`src/rtl/fp_accum_seq.sv`:
```
// rtl/fp_accum_seq.sv - sequencer reducing N FP32 operands through a shared external 4-input adder
module fp_accum_seq #(
  parameter int          LEN_W     = 16,
  parameter int          ADDER_LAT = 0,
  parameter logic [31:0] PAD       = 32'h0000_0000
) (
  input  logic             clk,
  input  logic             rst_n,
  input  logic             start,
  input  logic [LEN_W-1:0] len,
  output logic             busy,
  input  logic             in_valid,
  input  logic [31:0]      in_data,
  output logic             in_ready,
  output logic [31:0]      add_in0,
  output logic [31:0]      add_in1,
  output logic [31:0]      add_in2,
  output logic [31:0]      add_in3,
  input  logic [31:0]      add_out,
  output logic             res_valid,
  output logic [31:0]      res_data,
  input  logic             res_ready
);

  localparam int WW = $clog2(ADDER_LAT + 2);

  typedef enum logic [1:0] {IDLE, COLLECT, ADD, DONE} state_t;

  state_t           state, state_nx;
  logic [LEN_W-1:0] remaining;
  logic [1:0]       lane_cnt;
  logic [31:0]      acc;
  logic [31:0]      lane    [1:3];
  logic [31:0]      lane_nx [1:3];
  logic [WW-1:0]    wait_cnt;
  logic             accept, last_accept, add_last;

  assign accept      = (state == COLLECT) && in_valid;
  assign last_accept = accept && ((lane_cnt == 2'd2) || (remaining == LEN_W'(1)));
  assign add_last    = (state == ADD) && (wait_cnt == WW'(ADDER_LAT));

  // Lane image after the current accept: new operand in its slot, older slots
  // kept, not-yet-written slots padded so a short final pass is well defined.
  always_comb begin
    for (int i = 1; i <= 3; i++) begin
      lane_nx[i] = PAD;
      if (i == int'(lane_cnt) + 1)
        lane_nx[i] = in_data;
      else if (i <= int'(lane_cnt))
        lane_nx[i] = lane[i];
    end
  end

  always_comb begin
    state_nx  = state;
    busy      = (state != IDLE);
    in_ready  = (state == COLLECT);
    res_valid = (state == DONE);
    case (state)
      IDLE:    if (start) state_nx = (len != '0) ? COLLECT : DONE;
      COLLECT: if (last_accept) state_nx = ADD;
      ADD:     if (add_last) state_nx = (remaining == '0) ? DONE : COLLECT;
      DONE:    if (res_ready) state_nx = IDLE;
      default: state_nx = IDLE;
    endcase
  end

  always_ff @(posedge clk or negedge rst_n) begin
    if (!rst_n) begin
      state     <= IDLE;
      remaining <= '0;
      lane_cnt  <= '0;
      acc       <= '0;
      wait_cnt  <= '0;
      add_in0   <= '0;
      add_in1   <= '0;
      add_in2   <= '0;
      add_in3   <= '0;
      res_data  <= '0;
      for (int i = 1; i <= 3; i++) lane[i] <= '0;
    end else begin
      state <= state_nx;
      case (state)
        IDLE: begin
          if (start) begin
            acc       <= PAD;
            remaining <= len;
            lane_cnt  <= '0;
            if (len == '0) res_data <= PAD;
          end
        end
        COLLECT: begin
          if (accept) begin
            for (int i = 1; i <= 3; i++) lane[i] <= lane_nx[i];
            lane_cnt  <= lane_cnt + 2'd1;
            remaining <= remaining - LEN_W'(1);
            if (last_accept) begin
              add_in0  <= acc;
              add_in1  <= lane_nx[1];
              add_in2  <= lane_nx[2];
              add_in3  <= lane_nx[3];
              wait_cnt <= '0;
            end
          end
        end
        ADD: begin
          // Adder inputs stay frozen; the result is taken once the pipeline has drained.
          if (add_last) begin
            acc <= add_out;
            if (remaining == '0) res_data <= add_out;
            else lane_cnt <= '0;
          end else begin
            wait_cnt <= wait_cnt + WW'(1);
          end
        end
        default: ;
      endcase
    end
  end

endmodule

```
`config.mk`:
```
export PLATFORM = sky130hd
export DESIGN_NAME = fp_accum_seq
export DESIGN_NICKNAME = d
export VERILOG_FILES = /design/src/rtl/fp_accum_seq.sv
export SDC_FILE = /design/constraint.sdc
export NUM_CORES = 1
export LEC_CHECK = 0
export ABC_AREA = 1
export BUFFER_PORTS_ARGS = -buffer_cell sky130_fd_sc_hd__buf_2
export CAP_MARGIN = 10
export CORE_MARGIN = 3
export CORE_UTILIZATION = 45
export DETAILED_ROUTE_END_ITERATION = 8
export HOLD_SLACK_MARGIN = 0.06
export PLACE_DENSITY = 0.64
export SETUP_SLACK_MARGIN = 0.2
export SYNTH_ARGS = -nofsm -noshare
export SYNTH_HDL_FRONTEND = slang
export SYNTH_SLANG_ARGS = --single-unit
```
`constraint.sdc`:
```
create_clock -name clk -period 1.7 [get_ports clk]
set_input_delay 0.34 -clock clk [delete_from_list [all_inputs] [get_ports clk]]
set_output_delay 0.34 -clock clk [all_outputs]
set_load 0.1 [all_outputs]
```
==> flow_metrics.py, run 1 <==
metrics = {
    "run_status": {
        "outcome": "finished with violations",
        "violations": "negative setup slack",
    },
    "timing": {
        "maxSlewHeadroom": 0.6754,
        "tightest_slew_ns": 0.4903,
        "setup_viol": 172,
        "hold_viol": 0,
        "finalMaxSlewViolations": 0,
        "finClkSkew_ns": 0.01060,
        "rsz0062_at_grt": "yes",
        "post-route-period-util": 1.094,
        "fin_ws_ns": -0.1597,
        "fin_crit_ns": 1.860,
        "fmax_mhz": 537.7,
    },
    "cells_and_area": {
        "area_growth_pct": 48.31,
        "fillers": 2265,
        "layout-drive-gt1-share": 0.2794,
        "final_cells": 2449,
        "final_area_sq_um": 20210,
        "finalNetCount": 2130,
    },
    "worst_setup_path": {
        "cpMostUsedCell": "buf_6",
        "start_kind": "register",
        "critical_path.cell_chain": "buf_6, nor2_4, clkinvlp_4, buf_6, buf_12",
        "path_max_fanout": 2,
        "worstPathArrival_ns": 1.52,
        "cp.required_ns": 1.36,
        "crit_path_max_incr_delay_ns": 0.39,
        "crit_type": "reg2out",
        "endpoint_kind": "primary output",
        "cpMaxStageDelayCell": "dfrtp_1",
    },
    "global_route": {
        "grtUsageTotal": 0.2569,
        "grt_max_degree": 65,
        "grt_pass1_wl_mm": 67.25,
        "overflow": 0,
        "grt_pass1_vias": 12510,
        "grt_antenna_before_repair": 3,
    },
    "drt": {
        "num_vias": 12920,
        "viasPerCell": 5.277,
        "wl_mm": 46.22,
        "ant_nets": 0,
        "drt_iter0_markers": 1035,
        "drtPass1Iterations": 5,
        "drc": 0,
        "avgRoutedWirePerCell_microns": 18.87,
    },
    "clock_tree": {
        "cts.path.max_buffers": 3,
        "clock_sinks": 309,
        "numCtsBuffers": 35,
        "tritoncts": "built",
        "root_buffer": "clkbuf_16",
        "clk_pin_slew_ns": 0.06,
        "clk_latency_ns": 0.51,
        "h-tree-depth": 2,
    },
    "die": {
        "dieWidth_microns": 180.0,
        "ios": 248,
        "die_height_microns": 180.0,
        "coreArea_sq_um": 29720,
        "rows": 63,
        "die-area_sq_um": 32410,
        "initial_core_util": 0.4585,
    },
    "worst_hold_path": {
        "hp-class": "in2reg",
    },
    "logic_synthesis": {
        "synthTopCellsByArea": "dfrtp_1 (57%), nand2_1 (21%), o21ai_0 (6.7%), inv_1 (3.6%), buf_6 (2.0%)",
        "ys_types": 30,
        "syn_area_per_cell_sq_um": 8.214,
        "ys.flop_type": "dfrtp_1",
        "yosysSeqAreaShare": 0.5674,
        "synth_edf_count": 0,
        "synthesis.area_sq_um": 13630,
        "synth_top_area_frac": 0.5674,
        "synth_seq_cells": 309,
        "synth_top_cell_by_area": "dfrtp_1",
        "syn-num-nets": 1752,
        "postSynth.asyncResetShare": 1.000,
        "yosys_warnings": 0,
        "postSynthCellCount": 1659,
    },
    "placed_design": {
        "place_inst": 2266,
        "io_buffers": 247,
        "gp_congestion": 0.8490,
        "place_hpwl_mm": 24.46,
        "place_area_sq_um": 15610,
    },
    "job": {
        "maxCapViolCount": 0,
    },
}
==> sequential cells by signal, summed over array words and instances (netlist names) <==
register / cells
add_in3: 32
wait_cnt: 1
lane: 96
res_data: 32
acc: 32
add_in2: 32
add_in0: 32
add_in1: 32
lane_cnt: 2
state: 2
remaining: 16
==> metrics by stage <==
| step | TNS, ns | setup slack (ns) | hold WS (ns) | util |
|---|---|---|---|---|
| 4_1_cts | -10.74 | -0.1821 | 0.09422 | 0.6451 |
| 5_1_grt | -29.20 | -0.2015 | 0.1033 | 0.6801 |
| 6_report | -11.14 | -0.1597 | 0.1011 | 0.6801 |
| 3_3_place_gp | -0.0003630 | -0.0003630 | 0.2759 | 0.5252 |
| 2_1_floorplan | -1.507 | -0.1880 | 0.04441 | - |
| 3_5_place_dp | -0.08082 | -0.05280 | 0.2814 | 0.5252 |
==> cell families (layout without fill, tap and decap cells) <==
family,count (synthesis),in the layout,synth area share
XOR/XNOR,2,2,0.001286
AO/OA/AOI/OAI,260,261,0.09962
adder cells (fa/ha/maj),8,8,0.007346
other,0,1,0
buffers and inverters,227,625,0.07988
flip-flops,309,309,0.5674
AND/OR/NAND/NOR,853,853,0.2444
==> cells in the final DEF (no fill, tap or decap), types with 3 or more instances in the layout <==
master     instances
inv_1            125
inv_4              3
nand4_1            4
o21ai_0          136
nand2_4            7
buf_6            151
nand2_1          704
inv_2              5
buf_12            41
nor2_1            30
nand2_2           39
dfrtp_1          307
clkbuf_16         57
nand3_1           51
buf_16            34
buf_8             11
buf_2             96
a21oi_1            4
ha_1               6
nor2_4             5
clkbuf_1           8
o21ai_1           64
clkbuf_8           4
bufbuf_16          3
o22ai_1           34
clkinv_2           8
o21ai_2           16
buf_4             74
nor2_2             8
==> critical path, delay by kind of cell (launching register included) <==
kind / cells / cell delay (ns)
buffers and inverters: 4 / 0.51
DFF: 1 / 0.39
and+or+nand+nor: 1 / 0.11
==> synthesized netlist by cell type (2+ instances only) <==
cell type,number
nand2_1,748
dfrtp_1,309
o21ai_0,183
inv_1,129
nand3_1,51
clkbuf_1,40
nor2_1,39
o22ai_1,34
o21ai_1,33
buf_6,24
buf_2,18
buf_4,9
ha_1,8
inv_2,6
a21oi_1,5
nand4_1,4
nor2_4,3
nand2_2,2
nand3b_1,2
xor2_1,2
==> per-layer routing <==
layer  global-route usage  part of all wire  up-vias
li1                     -                 -     5994
met1               0.3265              0.40     6249
met2               0.4389              0.49      560
met3              0.05107             0.070      117
met4              0.09426             0.040        4
met5                    0           0.00035        -
==> what timing repair did <==
item | CTS | global route
setup endpoints to repair | 423 | 386
pin swaps | 10 | 18
gates cloned | 35 | 26
hold buffers | 1 | 0
resized for setup | 395 | 122
buffers inserted | 40 | 22
hold endpoints to repair | 36 | 0
==> worst paths after layout <==
check / from / endpoint / slack [ns] / cells after the start
max: state[1]$_DFFE_PN0P_ / busy / -0.16 / 5
min reg2reg: acc[30]$_DFFE_PN0P_ / add_in0[30]$_DFFE_PN0P_ / 0.47 / 2
max reg2reg: state[1]$_DFFE_PN0P_ / add_in3[18]$_DFFE_PN0P_ / -0.16 / 13
max in group asynchronous: rst_n / remaining[14]$_DFFE_PN0P_ / 0.66 / 3
min: add_out[24] / res_data[24]$_DFFE_PN0P_ / 0.10 / 3
min in group asynchronous: rst_n / add_in1[30]$_DFFE_PN0P_ / 0.34 / 2
==> area by class of cell <==
cell class	count	area (sq um)	share of cell area
tap	390	488.0	0.02415
timing repair inverter	1	30.03	0.001486
inverter	135	530.5	0.02625
clock buffer	49	1011	0.05002
sequential	309	7735	0.3827
timing repair buffer	431	5266	0.2606
antenna	1	2.502	0.0001238
clock inverter	9	70.07	0.003467
multi-input combinational	1124	5076	0.2512
Power of run 1 is left out: the tool's default activity adds up to more than one toggle a clock period on the data nets, which glitch-free logic cannot reach.
==> run 2: changes to the inputs <==
--- a/config.mk
+++ b/config.mk
@@ -9,10 +9,10 @@
 export BUFFER_PORTS_ARGS = -buffer_cell sky130_fd_sc_hd__buf_2
 export CAP_MARGIN = 10
 export CORE_MARGIN = 3
-export CORE_UTILIZATION = 45
+export CORE_UTILIZATION = 56
 export DETAILED_ROUTE_END_ITERATION = 8
 export HOLD_SLACK_MARGIN = 0.06
-export PLACE_DENSITY = 0.64
+export PLACE_DENSITY = 0.77
 export SETUP_SLACK_MARGIN = 0.2
 export SYNTH_ARGS = -nofsm -noshare
 export SYNTH_HDL_FRONTEND = slang
==> flow_metrics.py, run 2 <==
metrics = {
    "logic_synthesis": {
        "synth_top_cell_by_area": "dfrtp_1",
        "postSynthCellCount": 1659,
        "syn-num-nets": 1752,
        "synthesis.area_sq_um": 13630,
        "syn_area_per_cell_sq_um": 8.214,
        "synth_edf_count": 0,
        "synthTopCellsByArea": "dfrtp_1 (57%), nand2_1 (21%), o21ai_0 (6.7%), inv_1 (3.6%), buf_6 (2.0%)",
        "synth_commonest_cells": "nand2_1 (748), dfrtp_1 (309), o21ai_0 (183), inv_1 (129), nand3_1 (51)",
        "yosys_warnings": 0,
        "ys_types": 30,
        "yosysSeqAreaShare": 0.5674,
        "ys.flop_type": "dfrtp_1",
        "synth_seq_cells": 309,
        "postSynth.asyncResetShare": 1.000,
        "yosysMostFrequentCell": "nand2_1",
        "synth_top_area_frac": 0.5674,
    },
    "die": {
        "ios": 248,
        "die_height_microns": 162.0,
        "dieWidth_microns": 162.0,
        "initial_core_util": 0.5754,
        "rows": 56,
    },
    "run_status": {
        "tool.error": "[ERROR DPL-0038] Utilization greater than 100%, impossible to legalize",
        "haltStage": "global routing (5_1_grt)",
        "outcome": "did not finish",
    },
    "clock_tree": {
        "h-tree-depth": 1,
        "root_buffer": "clkbuf_16",
        "numCtsBuffers": 31,
        "clock_sinks": 309,
        "cts.path.max_buffers": 3,
    },
    "placed_design": {
        "io_buffers": 247,
        "gp_congestion": 0.9003,
        "place_hpwl_mm": 23.25,
        "preCtsSetupSlack_ns": -0.01539,
        "place_inst": 2178,
    },
    "global_route": {
        "grt_max_degree": 94,
    },
    "timing": {
        "worst_endpoint": "in_ready",
        "worst-ep-kind": "output port",
    },
}
[run 2: what timing repair did]
action / CTS
buffers inserted: 62
pin swaps: 69
endpoints found under the setup margin: 437
cloned: 34
hold buffers: 28
hold endpoints to repair: 248
resized for setup: 795
[run 2: stage by stage]
step,hold slack [ns],cell area (sq um)
2_1_floorplan,0.04441,13660
3_3_place_gp,0.2580,15370
3_5_place_dp,0.2608,15370
4_1_cts,0.06191,21010
[run 2: kinds of logic after synthesis]
group,synth area share
XOR/XNOR,0.001286
buffers and inverters,0.07988
adder cells (fa/ha/maj),0.007346
AO/OA/AOI/OAI,0.09962
AND/OR/NAND/NOR,0.2444
flip-flops,0.5674
==> run 3: changes to the inputs <==
--- a/config.mk
+++ b/config.mk
@@ -9,11 +9,9 @@
 export BUFFER_PORTS_ARGS = -buffer_cell sky130_fd_sc_hd__buf_2
 export CAP_MARGIN = 10
 export CORE_MARGIN = 3
-export CORE_UTILIZATION = 56
+export CORE_UTILIZATION = 40
 export DETAILED_ROUTE_END_ITERATION = 8
-export HOLD_SLACK_MARGIN = 0.06
-export PLACE_DENSITY = 0.77
-export SETUP_SLACK_MARGIN = 0.2
+export PLACE_DENSITY_LB_ADDON = 0.15
 export SYNTH_ARGS = -nofsm -noshare
 export SYNTH_HDL_FRONTEND = slang
 export SYNTH_SLANG_ARGS = --single-unit
==> flow_metrics.py, run 3 (synthesis gave the netlist of run 1 again) <==
metrics = {
    "global_route": {
        "grt_pass1_vias": 11560,
        "grt_pass1_wl_mm": 60.75,
        "overflow": 0,
        "grt_antenna_before_repair": 1,
        "grtUsageTotal": 0.2070,
        "grt_max_degree": 161,
    },
    "timing": {
        "tightest_slew_ns": 0.5351,
        "fin_crit_ns": 1.746,
        "post-route-period-util": 1.027,
        "fin_ws_ns": -0.04636,
        "maxSlewHeadroom": 0.6458,
        "hold_ws_ns": 0.09126,
        "rsz0062_at_grt": "yes",
        "finalMaxSlewViolations": 0,
        "finClkSkew_ns": 0.02417,
        "setup_viol": 30,
        "hold_viol": 0,
        "fmax_mhz": 572.6,
    },
    "drt": {
        "avgRoutedWirePerCell_microns": 16.35,
        "drtPass1Iterations": 6,
        "drt_iter0_markers": 649,
        "wl_mm": 39.38,
        "num_vias": 11780,
        "viasPerCell": 4.891,
        "drc": 0,
        "ant_nets": 0,
    },
    "clock_tree": {
        "tritoncts": "built",
        "cts.path.max_buffers": 3,
        "clock_sinks": 309,
        "h-tree-depth": 2,
        "root_buffer": "clkbuf_16",
        "clk_latency_ns": 0.51,
        "clk_pin_slew_ns": 0.06,
        "numCtsBuffers": 36,
    },
    "cells_and_area": {
        "finalNetCount": 2037,
        "area_growth_pct": 28.64,
        "layout-drive-gt1-share": 0.2211,
        "top_register": "lane",
        "largest_register_ffs": 96,
        "final_area_sq_um": 17530,
        "diodes": 0,
        "layout_commonest_cell": "nand2_1",
        "layout_common_cells": "nand2_1 (736), dfrtp_1 (307), buf_2 (213), o21ai_0 (179), inv_1 (124)",
    },
    "placed_design": {
        "io_buffers": 247,
        "place_area_sq_um": 15760,
        "gp_congestion": 0.8027,
        "place_hpwl_mm": 25.25,
    },
    "worst_setup_path": {
        "endpoint_kind": "primary output",
        "cp.required_ns": 1.36,
        "rr_worst_depth": 11,
        "path_max_fanout": 4,
        "worstPathArrival_ns": 1.41,
        "crit_type": "reg2out",
        "start_kind": "register",
    },
    "die": {
        "die_height_microns": 190.6,
        "initial_core_util": 0.4125,
        "ios": 248,
        "dieWidth_microns": 190.6,
        "die-area_sq_um": 36320,
        "rows": 66,
        "coreArea_sq_um": 33030,
    },
    "job": {
        "maxCapViolCount": 0,
    },
    "run_status": {
        "violations": "negative setup slack",
        "outcome": "finished with violations",
    },
    "worst_hold_path": {
        "min_path_cells": 3,
        "hp-class": "in2reg",
    },
}
==> run 3: critical path, stage by stage, from the launching register on <==
cell	delay (ns)
dfrtp_2	0.44
nor2_4	0.15
clkinvlp_4	0.13
buf_12	0.18
==> run 3: layer usage <==
| layer | share of wire | global-route usage | wire length (microns) |
|---|---|---|---|
| met1 | 0.45 | 0.2808 | 17830 |
| met2 | 0.47 | 0.3435 | 18480 |
| met3 | 0.058 | 0.04136 | 2295 |
| met4 | 0.019 | 0.05080 | 765 |
| met5 | 0.00033 | 0 | 13 |
==> run 3: path summary, 6_finish.rpt <==
check / end / slack, ns / startpoint
worst max-delay path: busy / -0.05 / state[1]$_DFFE_PN0P_
worst min-delay path: res_data[11]$_DFFE_PN0P_ / 0.09 / add_out[11]
worst max register to register: res_data[24]$_DFFE_PN0P_ / -0.04 / remaining[1]$_DFFE_PN0P_
worst min register to register: add_in0[0]$_DFFE_PN0P_ / 0.47 / acc[0]$_DFFE_PN0P_
max in group asynchronous: res_data[5]$_DFFE_PN0P_ / 0.65 / rst_n
min in group asynchronous: add_in1[26]$_DFFE_PN0P_ / 0.33 / rst_n
==> run 3: area by class of cell <==
| class | instances | area [sq um] |
|---|---|---|
| Tap cell | 442 | 553.0 |
| Inverter | 135 | 528.0 |
| Fill cell | 3156 | 15500 |
| Timing Repair Buffer | 339 | 2623 |
| Clock inverter | 7 | 117.6 |
| Clock buffer | 54 | 1050 |
| Multi-Input combinational cell | 1123 | 4923 |
| Sequential cell | 309 | 7735 |
==> run 3: timing repair <==
| action | CTS | global route |
|---|---|---|
| setup endpoints to repair | 42 | 300 |
| resized for setup | 20 | 79 |
| pin swaps | 2 | 3 |
| hold buffers | 1 | 0 |
| cloned | 1 | 10 |
| endpoints found under the hold margin | 33 | 0 |
| setup buffers | 7 | 7 |
==> run 3: stage by stage <==
step | TNS [ns] | instances | utilization | setup slack, ns
5_1_grt | -3.789 | 2409 | 0.5307 | -0.1249
2_1_floorplan | -1.536 | 1659 | - | -0.1880
3_5_place_dp | -0.09350 | 2324 | 0.4770 | -0.02006
6_report | -0.4563 | 2409 | 0.5307 | -0.04636
3_3_place_gp | 0 | 2324 | 0.4770 | 0.04771
4_1_cts | -0.1942 | 2393 | 0.5169 | -0.1075
Power of run 3 is left out for the same reason.
==> run 4: changes to the inputs <==
--- a/config.mk
+++ b/config.mk
@@ -11,6 +11,7 @@
 export CORE_MARGIN = 3
 export CORE_UTILIZATION = 40
 export DETAILED_ROUTE_END_ITERATION = 8
+export MAX_ROUTING_LAYER = met4
 export PLACE_DENSITY_LB_ADDON = 0.15
 export SYNTH_ARGS = -nofsm -noshare
 export SYNTH_HDL_FRONTEND = slang
==> flow_metrics.py, run 4 (synthesis gave the netlist of run 1 again) <==
metrics = {
    "run_status": {
        "outcome": "finished with violations",
        "violations": "negative setup slack",
    },
    "die": {
        "die-area_sq_um": 36320,
        "die_height_microns": 190.6,
        "coreArea_sq_um": 33030,
        "dieWidth_microns": 190.6,
        "ios": 248,
        "rows": 66,
        "initial_core_util": 0.4125,
    },
    "cells_and_area": {
        "final_area_sq_um": 17520,
        "finalNetCount": 2037,
        "final_cells": 2410,
        "area_growth_pct": 28.60,
        "layout-drive-gt1-share": 0.2211,
        "layout_common_cells": "nand2_1 (736), dfrtp_1 (307), buf_2 (212), o21ai_0 (179), inv_1 (124)",
        "layout_commonest_cell": "nand2_1",
        "top_register": "lane",
        "largest_register_ffs": 96,
    },
    "drt": {
        "drt_iter0_markers": 705,
        "wl_mm": 39.36,
        "viasPerCell": 4.865,
        "ant_nets": 0,
        "num_vias": 11720,
        "drtPass1Iterations": 6,
        "avgRoutedWirePerCell_microns": 16.33,
        "drc": 0,
    },
    "worst_hold_path": {
        "hp-class": "in2reg",
    },
    "global_route": {
        "grtUsageTotal": 0.2133,
        "grt_max_degree": 161,
        "grt_pass1_wl_mm": 60.70,
        "grt_antenna_before_repair": 1,
        "grt_pass1_vias": 11560,
        "overflow": 0,
    },
    "timing": {
        "fin_crit_ns": 1.739,
        "tightest_slew_ns": 0.5360,
        "rsz0062_at_grt": "yes",
        "fin_ws_ns": -0.03917,
        "finClkSkew_ns": 0.02583,
        "maxSlewHeadroom": 0.6452,
        "post-route-period-util": 1.023,
        "hold_viol": 0,
        "setup_viol": 28,
        "finalSetupTns_ns": -0.3463,
        "finalMaxSlewViolations": 0,
        "fmax_mhz": 575.0,
    },
    "worst_setup_path": {
        "crit_type": "reg2out",
        "worstPathArrival_ns": 1.40,
        "endpoint_kind": "primary output",
        "path_max_fanout": 4,
        "start_kind": "register",
        "cp.required_ns": 1.36,
    },
    "placed_design": {
        "place_area_sq_um": 15760,
        "place_inst": 2324,
        "gp_congestion": 0.8144,
        "place_hpwl_mm": 25.25,
        "io_buffers": 247,
    },
    "clock_tree": {
        "root_buffer": "clkbuf_16",
        "clk_latency_ns": 0.51,
        "tritoncts": "built",
        "h-tree-depth": 2,
        "cts.path.max_buffers": 3,
        "clk_pin_slew_ns": 0.06,
        "numCtsBuffers": 36,
        "clock_sinks": 309,
    },
    "job": {
        "maxCapViolCount": 0,
    },
}
==> run 4: layer usage <==
metal / GRT usage / part of all wire / wire, microns / vias to the layer above
met5: - / 0 / 0 / -
met2: 0.3424 / 0.47 / 18430 / 310
met1: 0.2844 / 0.46 / 17960 / 5599
li1: - / - / - / 5768
met4: 0.05080 / 0.019 / 731 / 0
met3: 0.03787 / 0.057 / 2243 / 47
==> run 4: final timing paths <==
kind | start | end | slack (ns) | depth (start not counted)
worst max-delay path | state[1]$_DFFE_PN0P_ | busy | -0.04 | 3
worst min-delay path | add_out[23] | res_data[23]$_DFFE_PN0P_ | 0.1 | 3
worst max register to register | remaining[1]$_DFFE_PN0P_ | res_data[24]$_DFFE_PN0P_ | -0.03 | 11
worst min register to register | acc[25]$_DFFE_PN0P_ | add_in0[25]$_DFFE_PN0P_ | 0.47 | 2
max in group asynchronous | rst_n | res_data[5]$_DFFE_PN0P_ | 0.66 | 4
min in group asynchronous | rst_n | add_in1[26]$_DFFE_PN0P_ | 0.33 | 2
==> run 4: stage by stage <==
| stage | utilization | hold slack [ns] | setup WS [ns] |
|---|---|---|---|
| 2_1_floorplan | - | 0.04441 | -0.1880 |
| 5_1_grt | 0.5305 | 0.09714 | -0.1261 |
| 3_3_place_gp | 0.4770 | 0.2692 | 0.04771 |
| 6_report | 0.5305 | 0.09503 | -0.03917 |
| 3_5_place_dp | 0.4770 | 0.2736 | -0.02006 |
| 4_1_cts | 0.5169 | 0.07808 | -0.1075 |
==> run 4: repair_timing <==
action | 4_1_cts | 5_1_grt
hold buffers | 1 | 0
gates cloned | 1 | 10
setup endpoints to repair | 42 | 299
buffers inserted | 7 | 7
endpoints found under the hold margin | 33 | 0
gates resized for setup | 20 | 78
pin swaps | 2 | 3
==> run 4: layout make-up <==
| type | count | area [sq um] |
|---|---|---|
| sequential | 309 | 7735 |
| clock buffer | 54 | 1050 |
| tap | 442 | 553.0 |
| fill | 3159 | 15510 |
| timing repair buffer | 339 | 2620 |
| antenna | 1 | 2.502 |
| multi-input combinational | 1123 | 4923 |
| clock inverter | 7 | 117.6 |
| inverter | 135 | 523.0 |
==> run 4: worst max-delay path, stage by stage (launching register included) <==
cell and delay [ns]:
dfrtp_2 0.44, nor2_4 0.15, clkinvlp_4 0.13, buf_12 0.18
Power of run 4 is left out for the same reason.
